`src/rtl/fetch_unit.sv`:
```
// Instruction-fetch stage: owns the PC, keeps a single imem request in flight and
// presents {pc, instr} to decode through a one-entry output register.
module fetch_unit #(
    parameter logic [31:0] RESET_PC  = 32'h0000_0000,
    parameter logic [31:0] NOP_INSTR = 32'h0000_0013
) (
    input  logic        clk,
    input  logic        rst,
    input  logic        br_taken,
    input  logic [31:0] new_pc,
    input  logic        stall,
    output logic        imem_req,
    output logic [31:0] imem_addr,
    input  logic        imem_rvalid,
    input  logic [31:0] imem_rdata,
    output logic        if_valid,
    output logic [31:0] if_pc,
    output logic [31:0] if_instr,
    output logic [1:0]  dbg_state
);

    // Handshakes: imem_req is a one-cycle request pulse; imem_rvalid returns its
    // single response one or more cycles later. Toward decode, if_valid is the
    // valid and !stall the ready; an entry is consumed at an edge with both high.

    localparam logic [1:0] ST_FETCH = 2'b00;
    localparam logic [1:0] ST_WAIT  = 2'b01;
    localparam logic [1:0] ST_DROP  = 2'b10;

    logic [1:0]  state;
    logic [1:0]  state_nx;
    logic [31:0] pc;
    logic [31:0] pc_nx;
    logic        valid_nx;
    logic [31:0] if_pc_nx;
    logic [31:0] if_instr_nx;
    logic        consume;

    assign consume   = if_valid & ~stall;
    assign imem_addr = pc;
    assign dbg_state = state;

    // Only issue when the output register is empty or drains at this edge, so a
    // capture can never overwrite an entry decode has not taken yet.
    assign imem_req = ~rst & (state == ST_FETCH) & ~br_taken & (~if_valid | ~stall);

    always_comb begin
        state_nx    = state;
        pc_nx       = pc;
        valid_nx    = if_valid;
        if_pc_nx    = if_pc;
        if_instr_nx = if_instr;

        if (br_taken) begin
            pc_nx       = {new_pc[31:2], 2'b00};
            valid_nx    = 1'b0;
            if_instr_nx = NOP_INSTR;
            case (state)
                ST_FETCH: state_nx = ST_FETCH;
                ST_WAIT:  state_nx = imem_rvalid ? ST_FETCH : ST_DROP;
                ST_DROP:  state_nx = imem_rvalid ? ST_FETCH : ST_DROP;
                default:  state_nx = ST_FETCH;
            endcase
        end else begin
            case (state)
                ST_FETCH: begin
                    if (consume) valid_nx = 1'b0;
                    if (imem_req) state_nx = ST_WAIT;
                end
                ST_WAIT: begin
                    if (imem_rvalid) begin
                        valid_nx    = 1'b1;
                        if_pc_nx    = pc;
                        if_instr_nx = imem_rdata;
                        pc_nx       = pc + 32'd4;
                        state_nx    = ST_FETCH;
                    end else if (consume) begin
                        valid_nx = 1'b0;
                    end
                end
                ST_DROP: begin
                    // The response belongs to a path abandoned by a redirect.
                    if (consume) valid_nx = 1'b0;
                    if (imem_rvalid) state_nx = ST_FETCH;
                end
                default: begin
                    state_nx = ST_FETCH;
                end
            endcase
        end
    end

    always_ff @(posedge clk or posedge rst) begin
        if (rst) begin
            state    <= ST_FETCH;
            pc       <= RESET_PC;
            if_valid <= 1'b0;
            if_pc    <= RESET_PC;
            if_instr <= NOP_INSTR;
        end else begin
            state    <= state_nx;
            pc       <= pc_nx;
            if_valid <= valid_nx;
            if_pc    <= if_pc_nx;
            if_instr <= if_instr_nx;
        end
    end

endmodule

```
`config.mk`:
```
export PLATFORM = sky130hd
export DESIGN_NAME = fetch_unit
export DESIGN_NICKNAME = d
export VERILOG_FILES = /design/src/rtl/fetch_unit.sv
export SDC_FILE = /design/constraint.sdc
export NUM_CORES = 1
export LEC_CHECK = 0
export ABC_AREA = 1
export BUFFER_PORTS_ARGS = -buffer_cell sky130_fd_sc_hd__buf_2
export CORE_ASPECT_RATIO = 0.7
export CORE_MARGIN = 1.5
export CORE_UTILIZATION = 35
export DETAILED_ROUTE_END_ITERATION = 8
export PLACE_DENSITY = 0.68
export SLEW_MARGIN = 20
export SYNTH_ARGS = -nofsm -noshare
export SYNTH_HDL_FRONTEND = slang
export SYNTH_SLANG_ARGS = --single-unit
export TNS_END_PERCENT = 30
```
`constraint.sdc`:
```
create_clock -name clk -period 3.2 [get_ports clk]
set_clock_uncertainty 0.2 [all_clocks]
set_input_delay 0.16 -clock clk [delete_from_list [all_inputs] [get_ports clk]]
set_output_delay 0.16 -clock clk [all_outputs]
set_load 0.02 [all_outputs]
```
== Yosys cells after proc, flatten, opt, wreduce, memory -nomap -nowiden ==
Index checks and enable logic that the tools add are counted.
Widths: inputs -> output; s select.

* Bitwise logic cells: 9
* Reduce and logical (&&, ||, !) cells: 9
* Equal/unequal tests: 4
* Mux-type cells: 16
* Add/sub/neg operators: 1

{| class="wikitable"
|+ Operators by type and width
! cell !! number
|-
| $mux 32 || 6
|-
| $add 32x3->32 const B || 1
|-
| $mux 2 || 5
|-
| $and 1x1->1 || 4
|-
| $not 1->1 || 4
|-
| $pmux 2 s2 || 1
|-
| $reduce_and 2->1 || 2
|-
| $reduce_bool 2->1 || 2
|-
| $reduce_or 2->1 || 2
|-
| $mux 1 || 3
|-
| $ne 3x1->1 const B || 1
|-
| $ne 3x3->1 const B || 1
|-
| $reduce_and 3->1 || 1
|-
| $reduce_bool 3->1 || 1
|-
| $eq 2x1->1 const B || 1
|-
| $eq 2x2->1 const B || 1
|-
| $logic_not 2->1 || 1
|-
| $pmux 1 s2 || 1
|-
| $or 1x1->1 || 1
|}

* Register bits after elaboration: 99
* Input port bits: 69
* Output and inout bits: 100

== Depth between registers and ports, before layout ==
* Depth in word-level cells: 7
* Gate-level depth with buffers: 10
* Gate-level depth less buffers: 10

== Worst setup path after synthesis ==
No wires, ideal clock.

* Path type: input to register
* Start point: input rst
* End point: register state[0] (netlist: dbg_state[0])
* Buffers on the path: 0
* Stages: 6
* Data required time: 2.873 ns
* Slack: 0.074 ns
* Arrival: 2.799 ns
* Cell sequence: inv_1 nand3_1 a21oi_1 nor2_1 inv_1 o21ai_0

* Word-level cells in the longest chain between the ends: 6

{| class="wikitable"
|+ RTL lines
! what !! line !! RTL
|-
| from (decl) || 8 || <nowiki>input logic rst,</nowiki>
|-
| $not 1->1 || 45 || <nowiki>assign imem_req = ~rst & (state == ST_FETCH) & ~br_taken & (~if_valid | ~stall);</nowiki>
|-
| $and 1x1->1 (3 in series) || 45 ||
|-
| $ne 3x3->1 (no line) || - ||
|-
| $reduce_and 2->1 (no line) || - ||
|-
| to (signal assigned) || 101 || <nowiki>state <= state_nx;</nowiki>
|-
| to (decl) || 30 || <nowiki>logic [1:0] state;</nowiki>
|}

Every way passes these cells.
A chain may end at the register's enable or synchronous reset.

== Final worst setup path ==
* Start point: register state[1] (netlist: dbg_state[1])
* End point: register if_instr[21]

* Word-level cells in the longest chain between the ends: 3

{| class="wikitable"
|+ RTL lines
! what !! line !! RTL
|-
| $eq 2x1->1 || 65 || <nowiki>case (state)</nowiki>
|-
| $reduce_bool 2->1 (no line) || - ||
|-
| $reduce_and 2->1 (no line) || - ||
|-
| to (signal assigned) || 105 || <nowiki>if_instr <= if_instr_nx;</nowiki>
|-
| to (decl) || 18 || <nowiki>output logic [31:0] if_instr,</nowiki>
|}

Every way passes these cells.

==> impl_metrics.json <==
{
  "synth_warnings": 0,
  "drt_iter0_markers": 271,
  "drt-met1-wl_um": 7160,
  "cp.arrival_ps": 2260,
  "vias_per_cell": 4.72,
  "hold_viol": 0,
  "ys_ff_latch": 95,
  "io_pins": 169,
  "final_cell_mix": "nand2_1 (171), buf_2 (162), dfrtp_1 (92), dlygate4sd3_1 (64), inv_1 (53)",
  "min_period_over_period_pct": 67.9,
  "syn_area_per_cell_um2": 8.30,
  "coreArea_um2": 13300,
  "placed_area_um2": 5770,
  "finish.net_count": 872,
  "grt_pass1_vias": 4511,
  "grt.overflow.total": 0,
  "path_clk_slew_ps": 70,
  "vdd_drop_max_mv": 0.392,
  "synth_top_family_by_area": "simple AND/OR/NAND/NOR gates",
  "cp_max_fo": 28,
  "fin_setup_tns_ps": 0,
  "p_leak_nw": 3.53,
  "gp_congestion": 0.871,
  "fin_area_um2": 6710,
  "cts-root-buf": "clkbuf_16",
  "antenna_left": 0,
  "async_flop_share_pct": 100,
  "dieArea_um2": 14500,
  "fin_crit_ps": 2170,
  "antenna_cells": 0,
  "synth_fa_ha_area_share_pct": 1.04,
  "numCtsBuffers": 9,
  "cts_tree": "yes",
  "dr.pass1.iters": 5,
  "via_count": 4673,
  "muxShareOfSynthArea_pct": 0,
  "drive_gt1_share_pct": 28.1,
  "grt_use_total_pct": 21.2,
  "cts_resized": 0,
  "outcome": "finished, final reports clean",
  "rsz0062_at_grt": "false",
  "highest_layer": "met4",
  "worst_slew_pin_slew_ps": 532,
  "cts_setup_buffers": 0,
  "synthSimpleGateAreaFrac_pct": 27.9,
  "hold_buffers": 64,
  "min_path_cells": 5,
  "synthFlopType": "dfrtp_1",
  "ys_seq_area_share_pct": 49.5,
  "met3_length_um": 981,
  "synth_xor_area_share_pct": 0.182,
  "syn_inst": 579,
  "synth_cell_types": 40,
  "slew_viol_final": 0,
  "initial_core_util_pct": 36.2,
  "wl_per_cell_um": 15.1,
  "syn_to_final_growth_pct": 39.4,
  "cts.sinks": 95,
  "slew_headroom_pct": 64.5,
  "p_per_area_nw_per_um2": 669,
  "crit_required_ps": 3280,
  "syn-cell-area_um2": 4810,
  "place_hpwl_um": 10100,
  "clk_latency_ps": 350,
  "grt_pass1_wl_um": 23600,
  "totalWireLength_um": 14900,
  "min_path_type": "in -> reg",
  "grt_max_degree": 44,
  "clk_path_buf_depth": 2,
  "mostFrequentLayoutCell": "nand2_1",
  "worst_r2r_path_depth": 7,
  "h-tree-depth": 3,
  "crit_path_start_kind": "flop",
  "timing.fmax_mhz": 460,
  "setup_violations": 0,
  "die_w_um": 143,
  "max-cap-violations": 0,
  "synth_edf_count": 0,
  "wl_met2_um": 6510,
  "total_power_mw": 4.49,
  "die_h_um": 101,
  "antenna_found_initial": 0,
  "cp-end-kind": "flop",
  "synth_compound_area_share_pct": 13.5,
  "port_buffers": 162,
  "drc": 0,
  "worst-setup-path-type": "reg -> reg",
  "row_count": 35
}
==> cells in the mapped netlist, types with 6 or more instances <==
| library cell | number | area share [%] |
|---|---|---|
| nand2_1 | 171 | 13 |
| dfrtp_1 | 92 | 48 |
| inv_1 | 54 | 4.2 |
| nor2_1 | 48 | 3.7 |
| o21ai_0 | 43 | 4.5 |
| nand3_1 | 32 | 3.3 |
| a22o_1 | 30 | 5.5 |
| buf_2 | 10 | 1.0 |
| nand2_2 | 10 | 1.3 |
| clkbuf_1 | 9 | 0.70 |
| buf_4 | 8 | 1.2 |
| nor2_2 | 8 | 1.0 |
| a21oi_1 | 6 | 0.62 |
| nor2_4 | 6 | 1.4 |
==> power by group <==
part	leakage [nW]	internal, mW	switching (mW)	total (mW)
Sequential	1.20	1.52	0.259	1.78
Clock	0.143	0.552	0.533	1.08
Combinational	2.19	0.556	1.07	1.62
==> cells by family after synthesis <==
group                      after synthesis
and+or+nand+nor                        295
AOI/OAI and AO/OA                       98
DFF                                     95
buffers and inverters                   85
adders and majority gates                4
xor gates and xnor gates                 1
other                                    1
==> area by class of cell <==
type                            instances  area, µm²
Fill cell                            1253       6560
Sequential cell                        95       2380
Multi-Input combinational cell        402       2060
Timing Repair Buffer                  234       1510
Tap cell                              185        231
Clock buffer                            9        225
Inverter                               57        219
Clock inverter                          7       72.6
==> metrics by stage <==
step                setup slack (ps)  cells  hold slack, ps  util, %
floorplan                       74.3    582            86.8        -
global placement                1100    909           -54.2     43.5
detailed placement              1040    909           -50.4     43.5
CTS                             1010    989            30.4     50.5
global route                     885    989            72.9     50.5
finish                          1030    989            43.5     50.5
==> flip-flops by register name (all words and copies together) (netlist names) <==
| signal | cells |
|---|---|
| if_valid | 1 |
| if_pc | 30 |
| if_instr | 32 |
| imem_addr | 30 |
| dbg_state | 2 |
==> worst max-delay path: stages (launching register included) <==
cell and delay, ps:
dfrtp_1 370, inv_1 80, ha_1 220, nand2_2 210, nand2_2 90, inv_2 340, buf_4 380, a22o_1 200
==> final timing paths <==
kind,from,end,slack [ps]
max,dbg_state[1],if_instr[21],1030
min,new_pc[7],imem_addr[7],40
max reg2reg,dbg_state[1],if_instr[21],1030
min reg2reg,if_pc[4],if_pc[4],270
max in group asynchronous,rst,if_instr[0],1820
min in group asynchronous,rst,if_instr[11],120
==> metal layers <==
metal  vias to the layer above  track usage [%]
met4                         0             6.58
met3                        20             5.51
met2                       175             32.0
met1                      2162             29.6
met5                         -                0
li1                       2316                -
Note: power is estimated with default switching activity, not from simulation.
